<file path="config.mk">
export PLATFORM = sky130hd
export DESIGN_NAME = mem_wait_ctrl
export DESIGN_NICKNAME = d
export VERILOG_FILES = /design/src/rtl/mem_wait_ctrl.sv
export SDC_FILE = /design/constraint.sdc
export NUM_CORES = 1
export LEC_CHECK = 0
export ABC_AREA = 1
export CAP_MARGIN = 20
export CORE_ASPECT_RATIO = 0.7
export CORE_MARGIN = 1
export CORE_UTILIZATION = 36
export DETAILED_ROUTE_END_ITERATION = 8
export GPL_TIMING_DRIVEN = 1
export HOLD_SLACK_MARGIN = 0.06
export SETUP_SLACK_MARGIN = 0.5
export SYNTH_ARGS = -nofsm -noshare
export SYNTH_HDL_FRONTEND = slang
export SYNTH_SLANG_ARGS = --single-unit
</file>
<file path="constraint.sdc">
create_clock -name CLK -period 1.8 [get_ports CLK]
set_input_delay 0.36 -clock CLK [delete_from_list [all_inputs] [get_ports CLK]]
set_output_delay 0.36 -clock CLK [all_outputs]
set_load 0.1 [all_outputs]
</file>
<file path="src/rtl/mem_wait_ctrl.sv">
// Memory-side responder for the multicycle core's phase sequencer.
// Takes one request per fetch or memory phase and drives a req/ack memory port.
// It enforces a minimum number of wait states before an access can complete.
// memWait stays high until the access completes, which stalls the phase counter.
// If memory never acknowledges, the access is forced to complete with err set.

module mem_wait_ctrl #(
    parameter int unsigned ADDR_W      = 32,
    parameter int unsigned DATA_W      = 32,
    parameter int unsigned WAIT_CYCLES = 2,
    parameter int unsigned TIMEOUT     = 255
) (
    input  logic                CLK,
    input  logic                RST_N,

    // Sequencer side
    input  logic                req,
    input  logic                rwmem,
    input  logic [ADDR_W-1:0]   addr,
    input  logic [DATA_W-1:0]   wdata,
    input  logic [DATA_W/8-1:0] be,
    output logic                memWait,
    output logic [DATA_W-1:0]   rdata,
    output logic                err,

    // Memory side
    output logic                mem_req,
    output logic                mem_we,
    output logic [ADDR_W-1:0]   mem_addr,
    output logic [DATA_W-1:0]   mem_wdata,
    output logic [DATA_W/8-1:0] mem_be,
    input  logic                mem_ack,
    input  logic [DATA_W-1:0]   mem_rdata
);

    localparam int unsigned BeW    = DATA_W / 8;
    localparam int unsigned TcntW  = (TIMEOUT > 2) ? $clog2(TIMEOUT) : 1;
    localparam logic [TcntW-1:0] TcntLast = TcntW'(TIMEOUT - 1);
    localparam logic [3:0]       WaitLoad = 4'(WAIT_CYCLES);

    typedef enum logic [1:0] {
        StIdle,
        StIssue,
        StWait,
        StDone
    } state_e;

    state_e             state_q;
    logic [3:0]         wcnt_q;
    logic [TcntW-1:0]   tcnt_q;
    logic               ack_seen_q;
    logic [DATA_W-1:0]  ack_data_q;
    logic               busy_q;
    logic [DATA_W-1:0]  rdata_q;
    logic               err_q;

    // The mem_* registers double as the request holding registers: they are loaded
    // when the request is accepted and keep their values after completion.
    logic               mem_req_q;
    logic               mem_we_q;
    logic [ADDR_W-1:0]  mem_addr_q;
    logic [DATA_W-1:0]  mem_wdata_q;
    logic [BeW-1:0]     mem_be_q;

    logic               accept;
    logic               exit_ok;
    logic               exit_timeout;

    // Decode request acceptance, WAIT exit conditions and the combined stall output
    always_comb begin
        accept       = req & ((state_q == StIdle) | (state_q == StDone));
        exit_ok      = (state_q == StWait) & (wcnt_q == 4'd0) & (mem_ack | ack_seen_q);
        // A normal exit takes priority over a timeout in the same cycle
        exit_timeout = (state_q == StWait) & ~exit_ok & (tcnt_q == TcntLast);
        // busy_q covers ISSUE and WAIT; the req term stalls the sequencer in the request cycle
        memWait      = busy_q | accept;
    end

    // Access sequencer with registered memory-port and result outputs
    always_ff @(posedge CLK or negedge RST_N) begin
        if (!RST_N) begin
            state_q     <= StIdle;
            wcnt_q      <= 4'd0;
            tcnt_q      <= '0;
            ack_seen_q  <= 1'b0;
            ack_data_q  <= '0;
            busy_q      <= 1'b0;
            rdata_q     <= '0;
            err_q       <= 1'b0;
            mem_req_q   <= 1'b0;
            mem_we_q    <= 1'b0;
            mem_addr_q  <= '0;
            mem_wdata_q <= '0;
            mem_be_q    <= '0;
        end else begin
            unique case (state_q)
                StIdle, StDone: begin
                    if (accept) begin
                        mem_we_q    <= rwmem;
                        mem_addr_q  <= addr;
                        mem_wdata_q <= wdata;
                        mem_be_q    <= be;
                        // mem_req rises together with ISSUE so the port sees it that cycle
                        mem_req_q   <= 1'b1;
                        busy_q      <= 1'b1;
                        err_q       <= 1'b0;
                        state_q     <= StIssue;
                    end else begin
                        state_q     <= StIdle;
                    end
                end

                StIssue: begin
                    wcnt_q     <= WaitLoad;
                    tcnt_q     <= '0;
                    ack_seen_q <= 1'b0;
                    state_q    <= StWait;
                end

                StWait: begin
                    if (wcnt_q != 4'd0) begin
                        wcnt_q <= wcnt_q - 4'd1;
                    end
                    tcnt_q <= tcnt_q + TcntW'(1);
                    // Keep the data from the first acknowledge in case the ack is not held
                    if (mem_ack && !ack_seen_q) begin
                        ack_seen_q <= 1'b1;
                        ack_data_q <= mem_rdata;
                    end

                    if (exit_ok) begin
                        if (!mem_we_q) begin
                            rdata_q <= mem_ack ? mem_rdata : ack_data_q;
                        end
                        mem_req_q <= 1'b0;
                        busy_q    <= 1'b0;
                        state_q   <= StDone;
                    end else if (exit_timeout) begin
                        if (!mem_we_q) begin
                            rdata_q <= '0;
                        end
                        err_q     <= 1'b1;
                        mem_req_q <= 1'b0;
                        busy_q    <= 1'b0;
                        state_q   <= StDone;
                    end
                end

                default: begin
                    state_q <= StIdle;
                end
            endcase
        end
    end

    assign rdata     = rdata_q;
    assign err       = err_q;
    assign mem_req   = mem_req_q;
    assign mem_we    = mem_we_q;
    assign mem_addr  = mem_addr_q;
    assign mem_wdata = mem_wdata_q;
    assign mem_be    = mem_be_q;

endmodule
</file>
==> impl_results.md <==
- Max-Cap Viols: 0
- Status: finished with violations
- Max FO, Critical Path: 2
- # setup viols final: 1
- CTS clk-pin slew, worst paths: about 60 ps
- Synth Register Bits: 150
- Final TNS setup: -207 ps
- Most common cell in the synthesized netlist: nand2_1
- Yosys top cell area share: 58.2%
- Die width: around 160 um
- Clock latency at the later pin of the worst-skew pair: about 430 ps
- Synth Flop Type: dfrtp_1
- Slew Limit Fails: 0
- DP HPWL: 11600 um
- Fin nets: between 1000 and 1500
- TritonCTS Sinks: 150
- Arrival @ worst endpoint: around 1700 ps
- CP Data Required Time: roughly 1400 ps
- H-tree depth: 4
- Fin crit share: 112%
- Post-synth top cells: 334 x nand2_1, 150 x dfrtp_1, 73 x o21ai_0
- Synth warnings: 0
- DR WL/cell: between 15 and 20 um
- DRT iter0 DRCs: approximately 350
- Vias in the first global route: 5768
- Final wirelength: approximately 22000 um
- Root buffer cell: clkbuf_16
- Final Critical Period: approximately 2000 ps
- P&R area growth vs syn: 95.9%
- Yosys cell types: 27
- Routability cong.: 0.758
- First-pass GRT wire length: slightly above 30000 um
- Core area: 0.0174 mm^2
- Number of primary I/O pins: approximately 210
- Die area: between 0.015 and 0.02 mm^2
- Fill count: 1180
- Global route overflow: 0
- Port Buffers: around 210
- Max-slew headroom: 71.7%
- # rows: 40
- Post-layout util: roughly 73%
- Initial antenna violation count: 0
- Setup Crit Path Kind: register to output port
- DRC viols: 0
- CP Launch Type: register
- Synthesized Nets: approximately 870
- Register area: ~0.0038 mm^2
- Drt first pass iters: 6
- Area of the multi-input gates: around 0.0030 mm^2
- CTS buffer count: 17
- Synth top area cells: dfrtp_1 58%, nand2_1 19%, o21ai_0 5.7%
- Mapped Area: 0.00645 mm^2
- Vias per std cell: 4.73
- Post-route setup slack: -207 ps
- Failing checks: setup timing
- Final Skew: around 12 ps
- All-Layer GR Usage: between 20% and 30%
- Starting density of the core: between 30% and 40%
- Sequential fraction of the synthesis area: between 50% and 60%
- Die Ht: 114 um
- Async SR Flop Fraction: between 90% and 100%
- Fmax: 498 MHz
- Area leader, netlist: dfrtp_1
- Final Hold Fails: 0
- CTS Buffer Depth: 2
- Unrepaired setup endpoints after global routing: true
- CTS tree: built
- Worst slew pin tran: ~420 ps
- Layout cell share with drive strength beyond 1: around two fifths
- Largest net degree at the start of global routing: 72
- Diodes inserted: 0
- Worst setup EP type: output port
- Hold Path Class: input pin to register
- Routed vias: 6209
- Post-route ant nets: 0
- EDFF count, synth: 0
- Mapped Avg Cell Area: roughly 8.5 um^2
- Synthesized instance count: approximately 760
[logic make-up after synthesis]
logic type / count (synthesis) / share of synthesized area (%)
simple gates: 395 / 25.2
buf+inv: 90 / 6.36
flops: 150 / 58.2
fa+ha+maj: 5 / 0.969
compound gates: 116 / 9.19
xor+xnor: 1 / 0.136
[worst max-delay path, cell delays in order, from the launching register on]
cell and delay, ps:
dfrtp_1 430, ha_4 280, nand2_4 70, inv_4 40, or2_4 230, buf_12 170
[metal layers]
metal	share of wire (%)	up-vias	global-route usage (%)
li1	-	3003	-
met1	45	2987	31.1
met2	47	204	33.8
met3	7.6	15	7.75
met4	0.80	0	4.78
met5	0	-	0
[layout by cell type (no fill, tap or decap), types with 16 or more instances in the layout]
| cell type | synthesis | routed |
|---|---|---|
| nand2_1 | 334 | 247 |
| dfrtp_1 | 150 | 143 |
| buf_12 | 0 | 118 |
| clkdlybuf4s50_1 | 0 | 102 |
| buf_4 | 5 | 70 |
| nand2_2 | 1 | 47 |
| nand2_4 | 2 | 41 |
| inv_1 | 49 | 40 |
| o21ai_2 | 2 | 38 |
| o21ai_0 | 73 | 34 |
| o21ai_1 | 33 | 34 |
| clkbuf_16 | 0 | 28 |
| or2_0 | 30 | 27 |
| buf_16 | 0 | 16 |
[cell type report]
type                       count  area share, %
timing repair buffer         332           37.9
sequential                   150           29.8
multi-input combinational    517           23.9
clock buffer                  19           3.43
tap                          231           2.29
inverter                      52           1.66
clock inverter                13           1.01
[flip-flops by register name (all words and copies together), names as in the netlist]
signal      cells
wcnt_q          4
mem_be          4
mem_wdata      32
tcnt_q          8
rdata          32
err             1
state_q         2
mem_addr       32
ack_seen_q      1
mem_req         1
mem_we          1
ack_data_q     32
[path summary, 6_finish.rpt]
| kind | from | end | slack, ps | depth (start not counted) |
|---|---|---|---|---|
| setup / recovery | state_q[1]$_DFFE_PN0P_ | memWait | -210 | 5 |
| max in group asynchronous | RST_N | mem_we$_DFFE_PN0P_ | 780 | 3 |
| setup reg to reg | wcnt_q[0]$_DFFE_PN0P_ | rdata[5]$_DFFE_PN0P_ | 160 | 9 |
| hold / removal | mem_ack | ack_seen_q$_DFFE_PN0P_ | 330 | 3 |
| min in group asynchronous | RST_N | rdata[7]$_DFFE_PN0P_ | 420 | 2 |
| hold reg to reg | ack_data_q[23]$_DFFE_PN0P_ | ack_data_q[23]$_DFFE_PN0P_ | 480 | 2 |
[metrics by stage]
| stage | area [um^2] | hold WS, ps | cells | setup WS [ps] |
|---|---|---|---|---|
| final | 12600 | 334 | 1314 | -207 |
| after global routing | 12600 | 347 | 1314 | -244 |
| after CTS | 11300 | 329 | 1252 | -176 |
| after detailed placement | 9860 | 311 | 1173 | 82.7 |
| after global placement | 9860 | 307 | 1173 | 86.8 |
| after floorplan | 6500 | 64.4 | 757 | 170 |
[what timing repair did]
item                                   CTS  global route
cloned                                  14            12
setup endpoints to repair              253           252
setup buffers                           32            50
resized for setup                      105           192
hold buffers                             1             0
endpoints found under the hold margin   36             0
pin swaps                               52            51
Power is left out: the tool's default activity adds up to more than one toggle a clock period on the data nets, which glitch-free logic cannot reach.
